--- config.mk ---
export PLATFORM = sky130hd
export DESIGN_NAME = axil_cmd_seq
export DESIGN_NICKNAME = d
export VERILOG_FILES = /design/src/rtl/axil_cmd_seq.sv
export SDC_FILE = /design/constraint.sdc
export NUM_CORES = 1
export LEC_CHECK = 0
export CAP_MARGIN = 25
export CORE_MARGIN = 4
export CORE_UTILIZATION = 42
export CTS_CLUSTER_DIAMETER = 150
export DETAILED_ROUTE_END_ITERATION = 10
export PLACE_DENSITY = 0.8
export REMOVE_ABC_BUFFERS = 1
export SETUP_SLACK_MARGIN = 0.4
export SYNTH_ARGS = -nofsm -noshare
export SYNTH_HDL_FRONTEND = slang
export SYNTH_SLANG_ARGS = --single-unit
--- constraint.sdc ---
create_clock -name aclk -period 3.7 [get_ports aclk]
set_clock_uncertainty 0.2 [all_clocks]
set_input_delay 0.74 -clock aclk [delete_from_list [all_inputs] [get_ports aclk]]
set_output_delay 0.74 -clock aclk [all_outputs]
set_load 0.03 [all_outputs]
--- src/rtl/axil_cmd_seq.sv ---
// axil_cmd_seq: single-outstanding AXI4-Lite master turning one-word read/write commands into AXI transactions.
// Latency: accept -> rsp_valid in 3 cycles with a zero-wait slave (5 for writes when READBACK_VERIFY_EN is defined).
// Backpressure: cmd_ready only while idle, rsp_valid is a pulse with no backpressure; TIMEOUT abandons a dead slave.
module axil_cmd_seq #(
    parameter int ADDR_WIDTH = 8,
    parameter int TIMEOUT    = 1023
) (
    input  logic                  aclk,
    input  logic                  areset,
    input  logic                  cmd_valid,
    output logic                  cmd_ready,
    input  logic                  cmd_we,
    input  logic [ADDR_WIDTH-1:0] cmd_addr,
    input  logic [31:0]           cmd_wdata,
    output logic                  rsp_valid,
    output logic [31:0]           rsp_rdata,
    output logic                  rsp_err,
    output logic                  awvalid,
    input  logic                  awready,
    output logic [ADDR_WIDTH-1:0] awaddr,
    output logic                  wvalid,
    input  logic                  wready,
    output logic [31:0]           wdata,
    output logic [3:0]            wstrb,
    input  logic                  bvalid,
    output logic                  bready,
    input  logic [1:0]            bresp,
    output logic                  arvalid,
    input  logic                  arready,
    output logic [ADDR_WIDTH-1:0] araddr,
    input  logic                  rvalid,
    output logic                  rready,
    input  logic [31:0]           rdata,
    input  logic [1:0]            rresp
);

    localparam logic [2:0] S_IDLE  = 3'd0;
    localparam logic [2:0] S_WADDR = 3'd1;
    localparam logic [2:0] S_WRESP = 3'd2;
    localparam logic [2:0] S_RADDR = 3'd3;
    localparam logic [2:0] S_RRESP = 3'd4;
    localparam logic [2:0] S_RSP   = 3'd5;

    // Counter wide enough to hold TIMEOUT; it saturates one below so it never wraps.
    localparam int              CNT_W    = (TIMEOUT < 2) ? 1 : $clog2(TIMEOUT + 1);
    localparam bit              TMO_EN   = (TIMEOUT != 0);
    localparam logic [CNT_W-1:0] TMO_LAST = TMO_EN ? CNT_W'(TIMEOUT - 1) : '0;

    logic [2:0]            state;
    logic [2:0]            state_adv;
    logic [2:0]            state_nxt;
    logic [ADDR_WIDTH-1:0] addr_q;
    logic [31:0]           wdata_q;
    logic                  awvalid_q;
    logic                  wvalid_q;
    logic                  arvalid_q;
    logic [31:0]           rsp_rdata_q;
    logic                  rsp_err_q;
    logic [CNT_W-1:0]      tmo_cnt;
`ifdef READBACK_VERIFY_EN
    logic                  we_q;
`endif

    logic accept;
    logic busy;
    logic aw_hs;
    logic w_hs;
    logic b_hs;
    logic ar_hs;
    logic r_hs;
    logic tmo_fire;

    assign cmd_ready = (state == S_IDLE);
    assign rsp_valid = (state == S_RSP);
    assign rsp_rdata = rsp_rdata_q;
    assign rsp_err   = rsp_err_q;
    assign awvalid   = awvalid_q;
    assign wvalid    = wvalid_q;
    assign arvalid   = arvalid_q;
    assign awaddr    = addr_q;
    assign araddr    = addr_q;
    assign wdata     = wdata_q;
    assign wstrb     = 4'hF;
    assign bready    = (state == S_WRESP);
    assign rready    = (state == S_RRESP);

    assign accept = cmd_valid && cmd_ready;
    assign busy   = (state == S_WADDR) || (state == S_WRESP) ||
                    (state == S_RADDR) || (state == S_RRESP);
    assign aw_hs  = awvalid_q && awready;
    assign w_hs   = wvalid_q && wready;
    assign b_hs   = bvalid && bready;
    assign ar_hs  = arvalid_q && arready;
    assign r_hs   = rvalid && rready;

    // Normal protocol progression; a handshake that moves the FSM beats a coincident timeout.
    always_comb begin
        state_adv = state;
        unique case (state)
            S_IDLE:  if (accept) state_adv = cmd_we ? S_WADDR : S_RADDR;
            S_WADDR: if ((!awvalid_q || aw_hs) && (!wvalid_q || w_hs)) state_adv = S_WRESP;
`ifdef READBACK_VERIFY_EN
            S_WRESP: if (b_hs) state_adv = (bresp == 2'b00) ? S_RADDR : S_RSP;
`else
            S_WRESP: if (b_hs) state_adv = S_RSP;
`endif
            S_RADDR: if (ar_hs) state_adv = S_RRESP;
            S_RRESP: if (r_hs) state_adv = S_RSP;
            S_RSP:   state_adv = S_IDLE;
            default: state_adv = S_IDLE;
        endcase
    end

    assign tmo_fire  = TMO_EN && busy && (tmo_cnt >= TMO_LAST) && (state_adv == state);
    assign state_nxt = tmo_fire ? S_RSP : state_adv;

    // FSM state register.
    always_ff @(posedge aclk or posedge areset) begin
        if (areset) begin
            state <= S_IDLE;
        end else begin
            state <= state_nxt;
        end
    end

    // AXI valids: raised on accept (or readback issue), dropped on own handshake or on timeout.
    always_ff @(posedge aclk or posedge areset) begin
        if (areset) begin
            awvalid_q <= 1'b0;
            wvalid_q  <= 1'b0;
            arvalid_q <= 1'b0;
        end else if (accept) begin
            awvalid_q <= cmd_we;
            wvalid_q  <= cmd_we;
            arvalid_q <= !cmd_we;
        end else if (tmo_fire) begin
            awvalid_q <= 1'b0;
            wvalid_q  <= 1'b0;
            arvalid_q <= 1'b0;
        end else begin
            if (aw_hs) awvalid_q <= 1'b0;
            if (w_hs)  wvalid_q  <= 1'b0;
            if (ar_hs) arvalid_q <= 1'b0;
`ifdef READBACK_VERIFY_EN
            if (b_hs && (bresp == 2'b00)) arvalid_q <= 1'b1;
`endif
        end
    end

    // Command latches and response data/status.
    always_ff @(posedge aclk or posedge areset) begin
        if (areset) begin
            addr_q      <= '0;
            wdata_q     <= '0;
            rsp_rdata_q <= '0;
            rsp_err_q   <= 1'b0;
`ifdef READBACK_VERIFY_EN
            we_q        <= 1'b0;
`endif
        end else if (accept) begin
            addr_q      <= cmd_addr;
            wdata_q     <= cmd_wdata;
            rsp_rdata_q <= '0;
            rsp_err_q   <= 1'b0;
`ifdef READBACK_VERIFY_EN
            we_q        <= cmd_we;
`endif
        end else if (tmo_fire) begin
            rsp_rdata_q <= '0;
            rsp_err_q   <= 1'b1;
        end else begin
            if (b_hs) rsp_err_q <= (bresp != 2'b00);
            if (r_hs) begin
                rsp_rdata_q <= rdata;
`ifdef READBACK_VERIFY_EN
                rsp_err_q   <= (rresp != 2'b00) || (we_q && (rdata != wdata_q));
`else
                rsp_err_q   <= (rresp != 2'b00);
`endif
            end
        end
    end

    // Cycles since accept; spans the whole transaction including any readback.
    always_ff @(posedge aclk or posedge areset) begin
        if (areset) begin
            tmo_cnt <= '0;
        end else if (accept) begin
            tmo_cnt <= '0;
        end else if (busy && (tmo_cnt < TMO_LAST)) begin
            tmo_cnt <= tmo_cnt + CNT_W'(1);
        end
    end

endmodule

# After elaboration in Yosys (flattened, before gate mapping)
# Index checks and enable logic that the tools add are counted.
word_totals:
  reg_bits: 89
  input_bits: 85
  out_inout_bits: 92
classes:
  n_reduce_logical: 27
  eq_ne: 6
  n_addsub: 1
  magnitude_cmp: 2
  mux: 26
op_table:
  columns: ["operator", "count"]
  rows:
  - ["$mux W32", 3]
  - ["$mux W10", 2]
  - ["$mux W3", 6]
  - ["$pmux W3 S5", 1]
  - ["$mux W1", 13]
  - ["$reduce_bool A3 Y1", 4]
  - ["$add A10 B1 Y10 const B", 1]
  - ["$ge A10 B10 Y1 const B", 1]
  - ["$logic_and A1 B1 Y1", 10]
  - ["$lt A10 B10 Y1 const B", 1]
  - ["$eq A3 B2 Y1 const B", 2]
  - ["$eq A3 B3 Y1 const B", 2]
  - ["$reduce_bool A2 Y1", 3]
  - ["$logic_or A1 B1 Y1", 5]
  - ["$reduce_bool A4 Y1", 1]
  - ["$eq A3 B1 Y1 const B", 1]
  - ["$eq A3 B3 Y1", 1]
  - ["$logic_not A1 Y1", 3]
  - ["$logic_not A3 Y1", 1]
  - ["$mux W2", 1]

# Depth between registers and ports, before layout
logic_depth:
  depth_word: 9
  mapped_depth: 8
  mapped_depth_nobuf: 6

# Worst setup path after synthesis
# OpenSTA, ideal clock, no wires.
synth_path:
  path_kind: "register to output"
  start: "register state[1]"
  end: "output port rready"
  path_slack_ns: 1.372
  n_path_buf: 1
  t_required_ns: 2.760
  t_arrival_ns: 1.388
  path_stages_with_launch: 3
  cell_sequence: "dfrtp_1 clkbuf_1 nor3b_1"
synth_via:
  elab_chain_len: 1
synth_rtl:
  columns: ["element", "line", "text"]
  rows:
  - ["start: declaration", "49", "logic [2:0] state;"]
  - ["start signal: assignment", "122", "state <= state_nxt;"]
  - ["$eq A3 B3 Y1", "85", "assign rready = (state == S_RRESP);"]
  - ["end: declaration", "32", "output logic rready,"]
# Every way passes these cells.

# Worst setup path after layout
layout_path:
  start: "register state[1]"
  end: "output port cmd_ready"
layout_via:
  elab_chain_len: 1
layout_rtl:
  columns: ["element", "line", "text"]
  rows:
  - ["$logic_not A3 Y1", "73", "assign cmd_ready = (state == S_IDLE);"]
  - ["end: declaration", "11", "output logic cmd_ready,"]
# Every way passes these cells.

==> flow_summary_export.csv <==
group,metric,value,unit
final_layout,antennaDiodeCount,0,
place,io_buffers,172,
logic_synthesis,syn_inst,444,
logic_synthesis,yosys.area.top_type,"dfrtp_1",
timing,fin_tns_setup,0,ns
worst_setup_path,critical-path-max-stage-delay,0.77,ns
flow_run,maxCapViolCount,0,
worst_setup_path,startpoint_type,"register",
final_layout,nets,682,
timing,slew_headroom,37.8,%
final_layout,layout-drive-gt1-share,5.34,%
worst_setup_path,worst_path_max_delay_cell,"clkdlybuf4s50_1",
clocking,clk_latency,0.34,ns
timing,hold_ws,0.279,ns
timing,clock.fmax,324,MHz
clocking,cts.sinks,89,
drt,vias_per_cell,4.95,
timing,rsz0062_at_grt,"no",
worst_setup_path,critPathMaxFanout,14,
worst_setup_path,crit_required,2.76,ns
place,placed_cell_area,5710,um2
timing,fin_crit_sh,83.3,%
logic_synthesis,yosys_warnings,0,
timing,hold_viol,0,
floorplan,die_area,11100,um2
logic_synthesis,synth_seq_area_share,55.9,%
power_and_ir_drop,p_per_area,871,nW/um2
drt,ant_nets,0,
drt,route.vias.total,3606,
clocking,hold_buffers,0,
power_and_ir_drop,finalPower,5.16,mW
clocking,cts_tree,"yes",
final_layout,layout.cells.non_filler,728,
final_layout,multi_input_area,1520,um2
logic_synthesis,synth_area_per_cell,8.98,um2
final_layout,final_util,64.1,%
worst_setup_path,worstPathCellList,"nor3_2 > clkdlybuf4s50_1",
clocking,clk_pin_slew_worst_paths,0.08,ns
logic_synthesis,yosysTopAreaCellShare,55.9,%
min_path,hp-class,"register to register",
timing,setup_violations,0,
place,hpwl,7850,um
global_route,grt_pass1_wl,17700,um
drt,drc,0,
place,gp_congestion,0.882,
timing,slew_violations,0,
clocking,cts_buffers,9,
worst_setup_path,crit_type,"register to output pin",
floorplan,placementRows,35,
final_layout,final_area,5920,um2
floorplan,core,9240,um2
floorplan,die_width,105,um
run_status,status,"finished clean",
clocking,root_buffer,"clkbuf_8",
drt,firstDrtPassIters,5,
clocking,post_cts_buffers,0,
logic_synthesis,synthTopCellsByArea,"dfrtp_1 56%, nand2_1 15%, a21oi_1 5.0%, nand3_1 4.8%, buf_4 2.3%",
final_layout,seq_area,2230,um2
place,dp_slack,0.634,ns
floorplan,io_pins,177,
clocking,clock_path_buffers,2,
global_route,track_usage,19.3,%
drt,drt_first_iter_violations,177,
global_route,grt_overflow,0,
worst_setup_path,path_buf_inv,1,
logic_synthesis,synth.distinct_cells,40,
global_route,antenna_found_initial,1,
worst_setup_path,cp_top_family,"buffers and inverters",
global_route,first_global_vias,3615,
place,dp.cells,713,
final_layout,area_growth,48.5,%
final_layout,nFillCells,754,
power_and_ir_drop,p_leak,2.59,nW
timing,max_slew.worst_pin.slew,0.930,ns
worst_setup_path,cp.arrival,2.14,ns
drt,routed_wl,10800,um
timing,finalCriticalPeriod,3.08,ns
drt,wl_per_cell,14.8,um
timing,finalWorstSetupSlack,0.618,ns
power_and_ir_drop,irDropWorstVdd,0.447,mV
worst_setup_path,worst_setup_path_end_kind,"output pin",
logic_synthesis,syn_area,3990,um2
clocking,ctsResizeCount,0,
clocking,h-tree-depth,3,
floorplan,die_y,105,um
global_route,grt_max_degree,49,
logic_synthesis,synth-seq-cells,89,
floorplan,initial_utilization,43.1,%
[metal layers]
layer  GRT usage (%)  vias to the layer above  share of wire (%)
li1                -                     1753                  -
met1            24.5                     1699                 42
met2            31.2                      140                 49
met3            7.10                       12                8.5
met4            5.34                        2                1.1
met5               0                        -               0.10
[cell usage in the layout (no fill, tap or decap), drive strengths merged, types with 2 or more instances in the layout]
cell type and count:
nor3 4, clkbuf 10, inv 4, nand3b 2
nand2b 3, or4 6, o31ai 5, dfrtp 89
nand2 161, conb 4, nor2 5, o311ai 3
nand3 38, or3 6, o21a 2, bufinv 2
ha 2, buf 8, clkdlybuf4s50 172, clkinv 3
o21ai 7, mux2i 2, nor2b 3, a21oi 40
or2 3
[report_power, final]
part / internal, mW / total [mW] / leakage (nW) / switching, mW
clock: 0.377 / 0.702 / 0.102 / 0.325
sequential: 1.39 / 1.70 / 1.16 / 0.308
combinational: 1.13 / 2.75 / 1.33 / 1.62
total: 2.90 / 5.16 / 2.59 / 2.26
[area by class of cell]
class / count / share of cell area, %
Multi-Input combinational cell: 310 / 25.7
Sequential cell: 89 / 37.6
Inverter: 5 / 0.338
Timing Repair Buffer: 180 / 30.1
Clock buffer: 10 / 2.16
Tap cell: 129 / 2.73
Clock inverter: 5 / 1.37
[kinds of logic (layout without fill, tap and decap cells)]
family	Yosys count	count (layout)	synth area share (%)
other	1	4	0.0941
AND/OR/NAND/NOR	239	239	26.6
buffers and inverters	48	200	6.72
adder cells (fa/ha/maj)	2	2	0.628
multiplexers	2	2	0.502
AO/OA/AOI/OAI	63	63	9.64
flip-flops	89	89	55.9
[path summary, 6_finish.rpt]
check	startpoint	endpoint	slack, ns	depth (start not counted)
max in group asynchronous	areset	wdata[23]	1.83	3
min in group asynchronous	areset	wdata[9]	0.63	2
setup / recovery	state[1]	cmd_ready	0.62	2
setup reg to reg	state[1]	rsp_rdata[25]	0.99	5
hold reg to reg	wdata[16]	wdata[16]	0.28	2
hold / removal	wdata[16]	wdata[16]	0.28	2
[Yosys cell counts (all sizes together)]
master and count:
nand2 161, dfrtp 89, a21oi 40, nand3 38, clkbuf 22, buf 21, o21ai 7, or3 6
or4 6, inv 5, nor2 5, o31ai 5, nor3 4, nand2b 3, nor2b 3, o311ai 3
or2 3, ha 2, mux2i 2, nand3b 2, o21a 2, a2111oi 1, a21o 1, a221o 1
a221oi 1, and2 1, and3 1, and4 1, conb 1, nand4 1, nand4bb 1, nor3b 1
nor4 1, nor4bb 1, o2111ai 1, o211ai 1
[worst register-to-register path, cell delays in order, from the launching register on]
cell and delay [ns]:
dfrtp_1 0.63, nor3_2 0.18, or4_4 0.59, a2111oi_4 0.50
buf_4 0.41, a21oi_1 0.09
[state kept, by name, indices dropped and copies added (netlist names)]
signal / cells
araddr: 8
state: 3
arvalid: 1
tmo_cnt: 10
rsp_err: 1
wdata: 32
awvalid: 1
rsp_rdata: 32
wvalid: 1
(Power assumes the default switching activity.)
